==> src/rtl/dc_useq_if.sv <==
// dc_useq_if: request/ROM-address bundle between the decoder/PLA, the MicROM and dc_useq.
interface dc_useq_if;
   logic       cen;
   logic [8:0] ma;
   logic       ax;
   logic       pla_req;
   logic [8:0] pla_addr;
   logic       trap_req;
   logic [8:0] trap_vec;
   logic       call;
   logic [8:0] call_addr;
   logic       ret;
   logic       stall;
   logic [8:0] bkpt_addr;
   logic [9:0] a_out;
   logic       rom_cen;
   logic       mc_valid;
   logic       sp_err;
   logic       bkpt_hit;

   modport slave (
      input  cen, ma, ax, pla_req, pla_addr, trap_req, trap_vec,
             call, call_addr, ret, stall, bkpt_addr,
      output a_out, rom_cen, mc_valid, sp_err, bkpt_hit
   );

   modport master (
      output cen, ma, ax, pla_req, pla_addr, trap_req, trap_vec,
             call, call_addr, ret, stall, bkpt_addr,
      input  a_out, rom_cen, mc_valid, sp_err, bkpt_hit
   );
endinterface

==> src/rtl/dc_useq.sv <==
// dc_useq: DC303 MicROM microsequencer - next-address select, ROM enable and return stack.
// Optional breakpoint halt is compiled in with `define DC_USEQ_BKPT_EN.
module dc_useq #(
   parameter logic [8:0] RST_VEC     = 9'h080,
   parameter int         STACK_DEPTH = 4
) (
   input  logic     clk,
   input  logic     reset,
   dc_useq_if.slave bus
);
   localparam int             SPW     = $clog2(STACK_DEPTH + 1);
   localparam int             IW      = $clog2(STACK_DEPTH);
   localparam logic [SPW-1:0] SP_ONE  = {{(SPW-1){1'b0}}, 1'b1};
   localparam logic [SPW-1:0] SP_FULL = SPW'(STACK_DEPTH);

`ifdef DC_USEQ_BKPT_EN
   typedef enum logic [1:0] {ST_RST = 2'd0, ST_RUN = 2'd1, ST_HOLD = 2'd2, ST_HALT = 2'd3} state_t;
`else
   typedef enum logic [1:0] {ST_RST = 2'd0, ST_RUN = 2'd1, ST_HOLD = 2'd2} state_t;
`endif

   state_t         state_r, state_nx_s;
   logic [8:0]     stack_r [STACK_DEPTH];
   logic [SPW-1:0] sp_r;
   logic [9:0]     held_r;
   logic           mc_valid_r, sp_err_r;
   logic [8:0]     sel_s;
   logic           push_s, pop_s, flush_s, err_s;
   logic           issue_s, rom_cen_s;
   logic [9:0]     a_out_s;
   logic [IW-1:0]  top_idx_s, push_idx_s;

   assign top_idx_s  = IW'(sp_r - SP_ONE);
   assign push_idx_s = IW'(sp_r);

`ifdef DC_USEQ_BKPT_EN
   logic bkpt_r;
   logic bkpt_match_s;
   assign bkpt_match_s = (sel_s == bus.bkpt_addr);
`endif

   // Next-address priority: trap, ret, pla, call, sequential ma.
   always_comb begin
      sel_s   = bus.ma;
      push_s  = 1'b0;
      pop_s   = 1'b0;
      flush_s = 1'b0;
      err_s   = 1'b0;
      if (bus.trap_req) begin
         sel_s   = bus.trap_vec;
         flush_s = 1'b1;
      end else if (bus.ret) begin
         if (sp_r == {SPW{1'b0}}) begin
            sel_s = bus.ma;
            err_s = 1'b1;
         end else begin
            sel_s = stack_r[top_idx_s];
            pop_s = 1'b1;
         end
      end else if (bus.pla_req) begin
         sel_s = bus.pla_addr;
      end else if (bus.call) begin
         sel_s = bus.call_addr;
         if (sp_r == SP_FULL) begin
            err_s = 1'b1;
         end else begin
            push_s = 1'b1;
         end
      end else begin
         sel_s = bus.ma;
      end
   end

   // State register.
   always_ff @(posedge clk) begin
      if (reset) begin
         state_r <= ST_RST;
      end else if (bus.cen) begin
         state_r <= state_nx_s;
      end
   end

   // Next-state logic; RUN and HOLD differ only in name, both issue as soon as stall drops.
   always_comb begin
      state_nx_s = state_r;
      case (state_r)
         ST_RST: state_nx_s = ST_RUN;
         ST_RUN,
         ST_HOLD: begin
            if (bus.stall) begin
               state_nx_s = ST_HOLD;
`ifdef DC_USEQ_BKPT_EN
            end else if (bkpt_match_s) begin
               state_nx_s = ST_HALT;
`endif
            end else begin
               state_nx_s = ST_RUN;
            end
         end
`ifdef DC_USEQ_BKPT_EN
         ST_HALT: state_nx_s = ST_HALT;
`endif
         default: state_nx_s = ST_RST;
      endcase
   end

   // Output logic: the selected address goes straight to the ROM; otherwise the last issued one is shown.
   always_comb begin
      issue_s   = 1'b0;
      rom_cen_s = 1'b0;
      a_out_s   = held_r;
      if (reset) begin
         a_out_s = {1'b0, RST_VEC};
      end else if (bus.cen) begin
         case (state_r)
            ST_RST: begin
               rom_cen_s = 1'b1;
               a_out_s   = {bus.ax, RST_VEC};
            end
            ST_RUN,
            ST_HOLD: begin
               if (!bus.stall) begin
                  issue_s   = 1'b1;
                  rom_cen_s = 1'b1;
                  a_out_s   = {bus.ax, sel_s};
               end else begin
                  a_out_s = held_r;
               end
            end
            default: a_out_s = held_r;
         endcase
      end else begin
         a_out_s = held_r;
      end
   end

   // Stack pointer, held address, valid pipeline and sticky stack error.
   always_ff @(posedge clk) begin
      if (reset) begin
         sp_r       <= {SPW{1'b0}};
         held_r     <= {1'b0, RST_VEC};
         mc_valid_r <= 1'b0;
         sp_err_r   <= 1'b0;
      end else if (bus.cen) begin
         mc_valid_r <= rom_cen_s;
         if (rom_cen_s) begin
            held_r <= a_out_s;
         end
         if (issue_s) begin
            if (flush_s) begin
               sp_r <= {SPW{1'b0}};
            end else if (pop_s) begin
               sp_r <= sp_r - SP_ONE;
            end else if (push_s) begin
               sp_r <= sp_r + SP_ONE;
            end
            if (err_s) begin
               sp_err_r <= 1'b1;
            end
         end
      end
   end

   // Return stack storage; contents are meaningless above sp so no reset is needed.
   always_ff @(posedge clk) begin
      if (!reset && bus.cen && issue_s && push_s) begin
         stack_r[push_idx_s] <= bus.ma;
      end
   end

`ifdef DC_USEQ_BKPT_EN
   // Breakpoint flag; set together with the issue of the matching address.
   always_ff @(posedge clk) begin
      if (reset) begin
         bkpt_r <= 1'b0;
      end else if (bus.cen && issue_s && bkpt_match_s) begin
         bkpt_r <= 1'b1;
      end
   end
   assign bus.bkpt_hit = bkpt_r;
`else
   assign bus.bkpt_hit = 1'b0;
`endif

   assign bus.a_out    = a_out_s;
   assign bus.rom_cen  = rom_cen_s;
   assign bus.mc_valid = mc_valid_r;
   assign bus.sp_err   = sp_err_r;
endmodule
==> src/flat_wrapper.sv <==
// flat-port wrapper written by rule: the top's interface ports become plain ports
module dc_useq_flat 
#(
   parameter logic [8:0] RST_VEC     = 9'h080,
   parameter int         STACK_DEPTH = 4
)
  (clk, reset, bus_cen, bus_ma, bus_ax, bus_pla_req, bus_pla_addr, bus_trap_req, bus_trap_vec, bus_call, bus_call_addr, bus_ret, bus_stall, bus_bkpt_addr, bus_a_out, bus_rom_cen, bus_mc_valid, bus_sp_err, bus_bkpt_hit);
  dc_useq_if bus_i ();
  input  logic clk;
  input  logic reset;
  input wire logic [$bits(bus_i.cen)-1:0] bus_cen;
  input wire logic [$bits(bus_i.ma)-1:0] bus_ma;
  input wire logic [$bits(bus_i.ax)-1:0] bus_ax;
  input wire logic [$bits(bus_i.pla_req)-1:0] bus_pla_req;
  input wire logic [$bits(bus_i.pla_addr)-1:0] bus_pla_addr;
  input wire logic [$bits(bus_i.trap_req)-1:0] bus_trap_req;
  input wire logic [$bits(bus_i.trap_vec)-1:0] bus_trap_vec;
  input wire logic [$bits(bus_i.call)-1:0] bus_call;
  input wire logic [$bits(bus_i.call_addr)-1:0] bus_call_addr;
  input wire logic [$bits(bus_i.ret)-1:0] bus_ret;
  input wire logic [$bits(bus_i.stall)-1:0] bus_stall;
  input wire logic [$bits(bus_i.bkpt_addr)-1:0] bus_bkpt_addr;
  output wire logic [$bits(bus_i.a_out)-1:0] bus_a_out;
  output wire logic [$bits(bus_i.rom_cen)-1:0] bus_rom_cen;
  output wire logic [$bits(bus_i.mc_valid)-1:0] bus_mc_valid;
  output wire logic [$bits(bus_i.sp_err)-1:0] bus_sp_err;
  output wire logic [$bits(bus_i.bkpt_hit)-1:0] bus_bkpt_hit;
  assign bus_i.cen = bus_cen;
  assign bus_i.ma = bus_ma;
  assign bus_i.ax = bus_ax;
  assign bus_i.pla_req = bus_pla_req;
  assign bus_i.pla_addr = bus_pla_addr;
  assign bus_i.trap_req = bus_trap_req;
  assign bus_i.trap_vec = bus_trap_vec;
  assign bus_i.call = bus_call;
  assign bus_i.call_addr = bus_call_addr;
  assign bus_i.ret = bus_ret;
  assign bus_i.stall = bus_stall;
  assign bus_i.bkpt_addr = bus_bkpt_addr;
  assign bus_a_out = bus_i.a_out;
  assign bus_rom_cen = bus_i.rom_cen;
  assign bus_mc_valid = bus_i.mc_valid;
  assign bus_sp_err = bus_i.sp_err;
  assign bus_bkpt_hit = bus_i.bkpt_hit;
  dc_useq #(.RST_VEC(RST_VEC), .STACK_DEPTH(STACK_DEPTH)) u_core (.clk(clk), .reset(reset), .bus(bus_i));
endmodule
==> config.mk <==
export PLATFORM = sky130hd
export DESIGN_NAME = dc_useq_flat
export DESIGN_NICKNAME = d
export VERILOG_FILES = /design/src/rtl/dc_useq_if.sv /design/src/rtl/dc_useq.sv /design/src/flat_wrapper.sv
export SDC_FILE = /design/constraint.sdc
export NUM_CORES = 1
export LEC_CHECK = 0
export BUFFER_PORTS_ARGS = -buffer_cell sky130_fd_sc_hd__buf_2
export CAP_MARGIN = 0
export CORE_MARGIN = 3
export CORE_UTILIZATION = 54
export CTS_CLUSTER_DIAMETER = 80
export DETAILED_ROUTE_END_ITERATION = 12
export PLACE_DENSITY = 0.8
export SKIP_LAST_GASP = 1
export SYNTH_ARGS = -nofsm -noshare
export SYNTH_HDL_FRONTEND = slang
export SYNTH_SLANG_ARGS = --single-unit
==> constraint.sdc <==
create_clock -name clk -period 2.5 [get_ports clk]
set_input_delay 0.25 -clock clk [delete_from_list [all_inputs] [get_ports clk]]
set_output_delay 0.25 -clock clk [all_outputs]
set_load 0.05 [all_outputs]
==> After elaboration in Yosys (flattened, before gate mapping) <==
Memories as Yosys holds them, arrays and structs flattened.
Index checks and enable logic that the tools add are counted.
{ "classes": {"add_sub_neg": 2, "n_eq_ne": 3, "mux": 38, "reduce_logical": 11} }
{ "op_table": {"columns": ["op", "n"], "rows": [
  ["$mux 9", 5],
  ["$mux 10", 3],
  ["$mux 1", 23],
  ["$pmux 10 s2", 1],
  ["$mux 3", 3],
  ["$reduce_and 3->1", 2],
  ["$pmux 2 s2", 1],
  ["$add 3x1->3 const B", 1],
  ["$eq 3x3->1 const B", 1],
  ["$logic_and 1x1->1", 3],
  ["$logic_not 3->1", 1],
  ["$reduce_bool 3->1", 1],
  ["$sub 3x1->3 const B", 1],
  ["$eq 2x1->1 const B", 1],
  ["$eq 2x2->1 const B", 1],
  ["$logic_not 2->1", 1],
  ["$mux 2", 1],
  ["$pmux 1 s2", 1],
  ["$reduce_and 2->1", 1],
  ["$reduce_or 2->1", 1],
  ["$logic_not 1->1", 1]
]} }
{ "totals": {"regBits": 17, "ram_bits": 36, "input_bits": 54, "output_inout_bits": 14, "word_cells": 60, "memories": 1} }
{ "memory_table": {"columns": ["name", "words", "word_bits", "read_ports", "rd_ports_with_merged_regs", "wr", "line_no", "text"], "rows": [
  ["u_core.stack_r", 4, 9, 1, 0, 1, "dc_useq.sv:23", "logic [8:0] stack_r [STACK_DEPTH];"]
]} }

==> Longest topological paths before layout <==
{ "logic_depth": {"word_depth": 9, "ltp_mapped": 8} }

==> Worst setup path before layout <==
No wires, ideal clock.
{ "synth_path": {"kind": "register to output", "startpoint": "register u_core.sp_r[0]", "endpoint": "output bus_a_out[6]", "arrival_time_ns": 2.415, "required_time_ns": 2.250, "setup_slack_ns": -0.165, "stages_incl_launch_ff": 9, "n_path_buf": 2, "path_cell_list": "dfxtp_1 buf_6 inv_1 ha_1 buf_2 mux4_2 and4b_1 o31ai_2 a21oi_1"} }
{ "synth_between": {"elab_chain_len": 9} }
{ "synth_lines": {"columns": ["element", "line_no", "text"], "rows": [
  ["start, declared", "dc_useq.sv:24", "logic [SPW-1:0] sp_r;"],
  ["start signal, assigned", "dc_useq.sv:140", "sp_r <= {SPW{1'b0}};"],
  ["start signal, assigned", "dc_useq.sv:151", "sp_r <= {SPW{1'b0}};"],
  ["start signal, assigned", "dc_useq.sv:153", "sp_r <= sp_r - SP_ONE;"],
  ["$sub 3x1->3", null, null],
  ["$mem_v2 4x9", null, null],
  ["$mux 9 *", "dc_useq.sv:53", "if (sp_r == {SPW{1'b0}}) begin"],
  ["$mux 9 *", "dc_useq.sv:52", "end else if (bus.ret) begin"],
  ["$mux 9 *", "dc_useq.sv:49", "if (bus.trap_req) begin"],
  ["$mux 10 *", "dc_useq.sv:122", "if (!bus.stall) begin"],
  ["$pmux 10 s2 *", "dc_useq.sv:115", "case (state_r)"],
  ["$mux 10 *", "dc_useq.sv:114", "end else if (bus.cen) begin"],
  ["$mux 10 *", "dc_useq.sv:112", "if (reset) begin"],
  ["end, declared", "flat_wrapper.sv:23", "output wire logic [$bits(bus_i.a_out)-1:0] bus_a_out;"]
]} }
Mark *: on every way between the ends. The rest lies on a longest branch, timed or not.

==> Worst setup path after layout <==
{ "layout_path": {"startpoint": "register u_core.sp_r[0]", "endpoint": "output bus_a_out[4]"} }
Same word-level chain as after synthesis.

==> flow_summary.json <==
{
  "worst_pin_slew_ns": 0.783,
  "powerDensity_nw_per_um2": 502,
  "cts_tree": "built",
  "cpMaxStageDelayCell": "mux4_2",
  "grtUsageMet2_pct": 34.0,
  "ys_ff_latch": 53,
  "vias_per_cell": 5.86,
  "clock_latency_ns": 0.32,
  "violations": "setup timing",
  "die_y_um": 78.8,
  "maxCapViolations": 0,
  "fillCellCount": 377,
  "core_um2": 4910,
  "yosysTopAreaCell": "edfxtp_1",
  "areaGrowthSynthToFinish_pct": 20.2,
  "h-tree-depth": 2,
  "path_cells": "buf_6 -> mux4_2 -> a311oi_2 -> a221oi_2 -> a21o_1 -> buf_2",
  "initialDrtViolationCount": 226,
  "nets": 356,
  "yosys_warnings": 0,
  "netlist.area_leader.share_pct": 37.8,
  "dpl_worst_slack_ns": 0.0546,
  "synthesis.area_um2": 2860,
  "dieArea_um2": 6200,
  "synth-simple-area-share_pct": 13.0,
  "clk_pin_slew_ns": 0.11,
  "cts-root-buf": "clkbuf_8",
  "synth-compound-area-share_pct": 17.5,
  "synth_fa_ha_area_share_pct": 3.06,
  "critPathKind": "reg2out",
  "cp_max_fo": 12,
  "cts_inserted_buffers": 5,
  "setup_ws_ns": -0.0288,
  "initial_core_util_pct": 58.2,
  "grt.busiest_layer": "met2",
  "worst_setup_path_start_kind": "flip-flop",
  "hold_class": "in2reg",
  "final_area_um2": 3440,
  "layout_min_cycle_time_ns": 2.53,
  "io_pins": 68,
  "use_met1_pct": 29.5,
  "clockBufferDepth": 2,
  "p_total_mw": 1.72,
  "postSynth.asyncResetShare_pct": 0,
  "end_kind": "primary output",
  "rows": 25,
  "yosys-top-cells-count": "36 x edfxtp_1, 17 x dfxtp_1, 14 x a21o_1",
  "p_leak_nw": 1.40,
  "synth-edff-count": 36,
  "globalRouteOverflowTotal": 0,
  "portBuffers": 57,
  "max_freq_mhz": 395,
  "drive_gt1_share_pct": 36.8,
  "first_pass_iters": 6,
  "worstPathRequired_ns": 2.25,
  "synth.distinct_cells": 50,
  "post_drt_wl_per_cell_um": 17.4,
  "dpl.hpwl_um": 4430,
  "cpPeakStageDelay_ns": 0.56,
  "finalSetupViolations": 4,
  "relSlewSlack_pct": 46.5,
  "synth.avg_cell_area_um2": 12.0,
  "clock_skew_ns": 0.0178,
  "synth_xor_area_share_pct": 0,
  "vias": 2126,
  "seq_area_frac_synth_pct": 49.7,
  "synth_mux_area_share_pct": 11.7,
  "grt_use_total_pct": 21.1,
  "min_period_over_period_pct": 101,
  "slew_viol_final": 0,
  "use_met3_pct": 4.08,
  "gp_congestion": 0.820,
  "grt_pass1_vias": 2088,
  "syn_inst": 239,
  "wl_um": 6310,
  "antenna_found_initial": 0,
  "grt_pass1_wl_um": 10200,
  "num_antenna_cells": 0,
  "ir_drop_uv": 377,
  "cts_sinks": 53,
  "yosys-top-cells-area": "edfxtp_1 38%, dfxtp_1 12%, mux4_2 7.1%",
  "die_x_um": 78.8,
  "grt_max_degree": 29,
  "finalHoldViolCount": 0,
  "ant_nets": 0,
  "setup_tns_ns": -0.0893,
  "route.detailed.drc": 0,
  "place_area_um2": 3190,
  "synth_flop_cell": "edfxtp_1",
  "status": "complete, but fails checks",
  "rsz0062_at_grt": "yes",
  "synth_fp_nets": 300,
  "holdWs_ns": 0.176,
  "synth.most_common_cell": "edfxtp_1",
  "worst_ep_arrival_time_ns": 2.28,
  "synth_top_family_by_area": "compound AO/OA/AOI/OAI gates"
}
## metrics by stage
step,std cells,util [%]
finish,363,70.0
global route,363,70.0
CTS,363,69.1
detailed placement,354,65.0
global placement,354,65.0
floorplan,239,-
## final timing paths
path | start | end | slack, ns | cells after the start
setup / recovery | u_core.sp_r[0] | bus_a_out[4] | -0.03 | 6
hold / removal | bus_ma[0] | u_core.stack_r[3][0] | 0.18 | 1
setup reg to reg | u_core.state_r[1] | u_core.stack_r[1][6] | 0.35 | 5
hold reg to reg | u_core.held_r[4] | u_core.held_r[4] | 0.47 | 1
## area by class of cell
type                       instances  area [um^2]  share of cell area, %
sequential                        53         1420                   41.4
multi-input combinational        156         1420                   41.2
timing repair buffer              64          359                   10.4
tap                               67         83.8                   2.44
clock buffer                       5         68.8                   2.00
inverter                          15         56.3                   1.64
clock inverter                     3         28.8                  0.837
## per-layer routing
metal / vias to the layer above / share of wire (%)
met2: 73 / 48
met1: 1012 / 44
met4: 0 / 0.97
met5: - / 0
li1: 1034 / -
met3: 7 / 6.9
## cell usage in the layout, fill, tap and decap left out, types with 9 or more instances in the layout
cell type  instances
a21o_1            14
a21oi_1           10
buf_2             53
dfxtp_1           15
edfxtp_1          36
inv_1             12
mux4_2             9
nand2_1            9
nand2b_1          10
## registers in the layout, indices dropped and copies added, names as in the netlist
| signal | count |
|---|---|
| u_core.bus.mc_valid | 1 |
| u_core.bus.sp_err | 1 |
| u_core.held_r | 10 |
| u_core.sp_r | 3 |
| u_core.stack_r | 36 |
| u_core.state_r | 2 |
## cell families (layout without fill, tap and decap cells)
logic type,Yosys count,after routing
compound gates,69,69
simple gates,58,58
flops,53,53
buf+inv,30,87
mux,21,21
fa+ha+maj,7,7
other cells,1,1
## critical path: cells and delay by family, from the launching register on
kind | cells | cell delay [ns]
mux | 1 | 0.56
buf+inv | 2 | 0.39
compound gates | 3 | 0.64
flops | 1 | 0.36
## report_power, final
| group | internal, mW | switching (mW) | total, mW | leakage [nW] |
|---|---|---|---|---|
| sequential | 0.943 | 0.00527 | 0.948 | 0.463 |
| combinational | 0.0968 | 0.158 | 0.254 | 0.886 |
| clock | 0.210 | 0.312 | 0.522 | 0.0506 |
| total | 1.25 | 0.475 | 1.72 | 1.40 |
## timing repair
action,4_1_cts,5_1_grt
cloned,0,0
setup endpoints to repair,9,9
setup buffers,1,0
resized for setup,22,10
hold buffers,0,0
hold endpoints to repair,0,0
pin swaps,4,3
(Power assumes the default switching activity.)
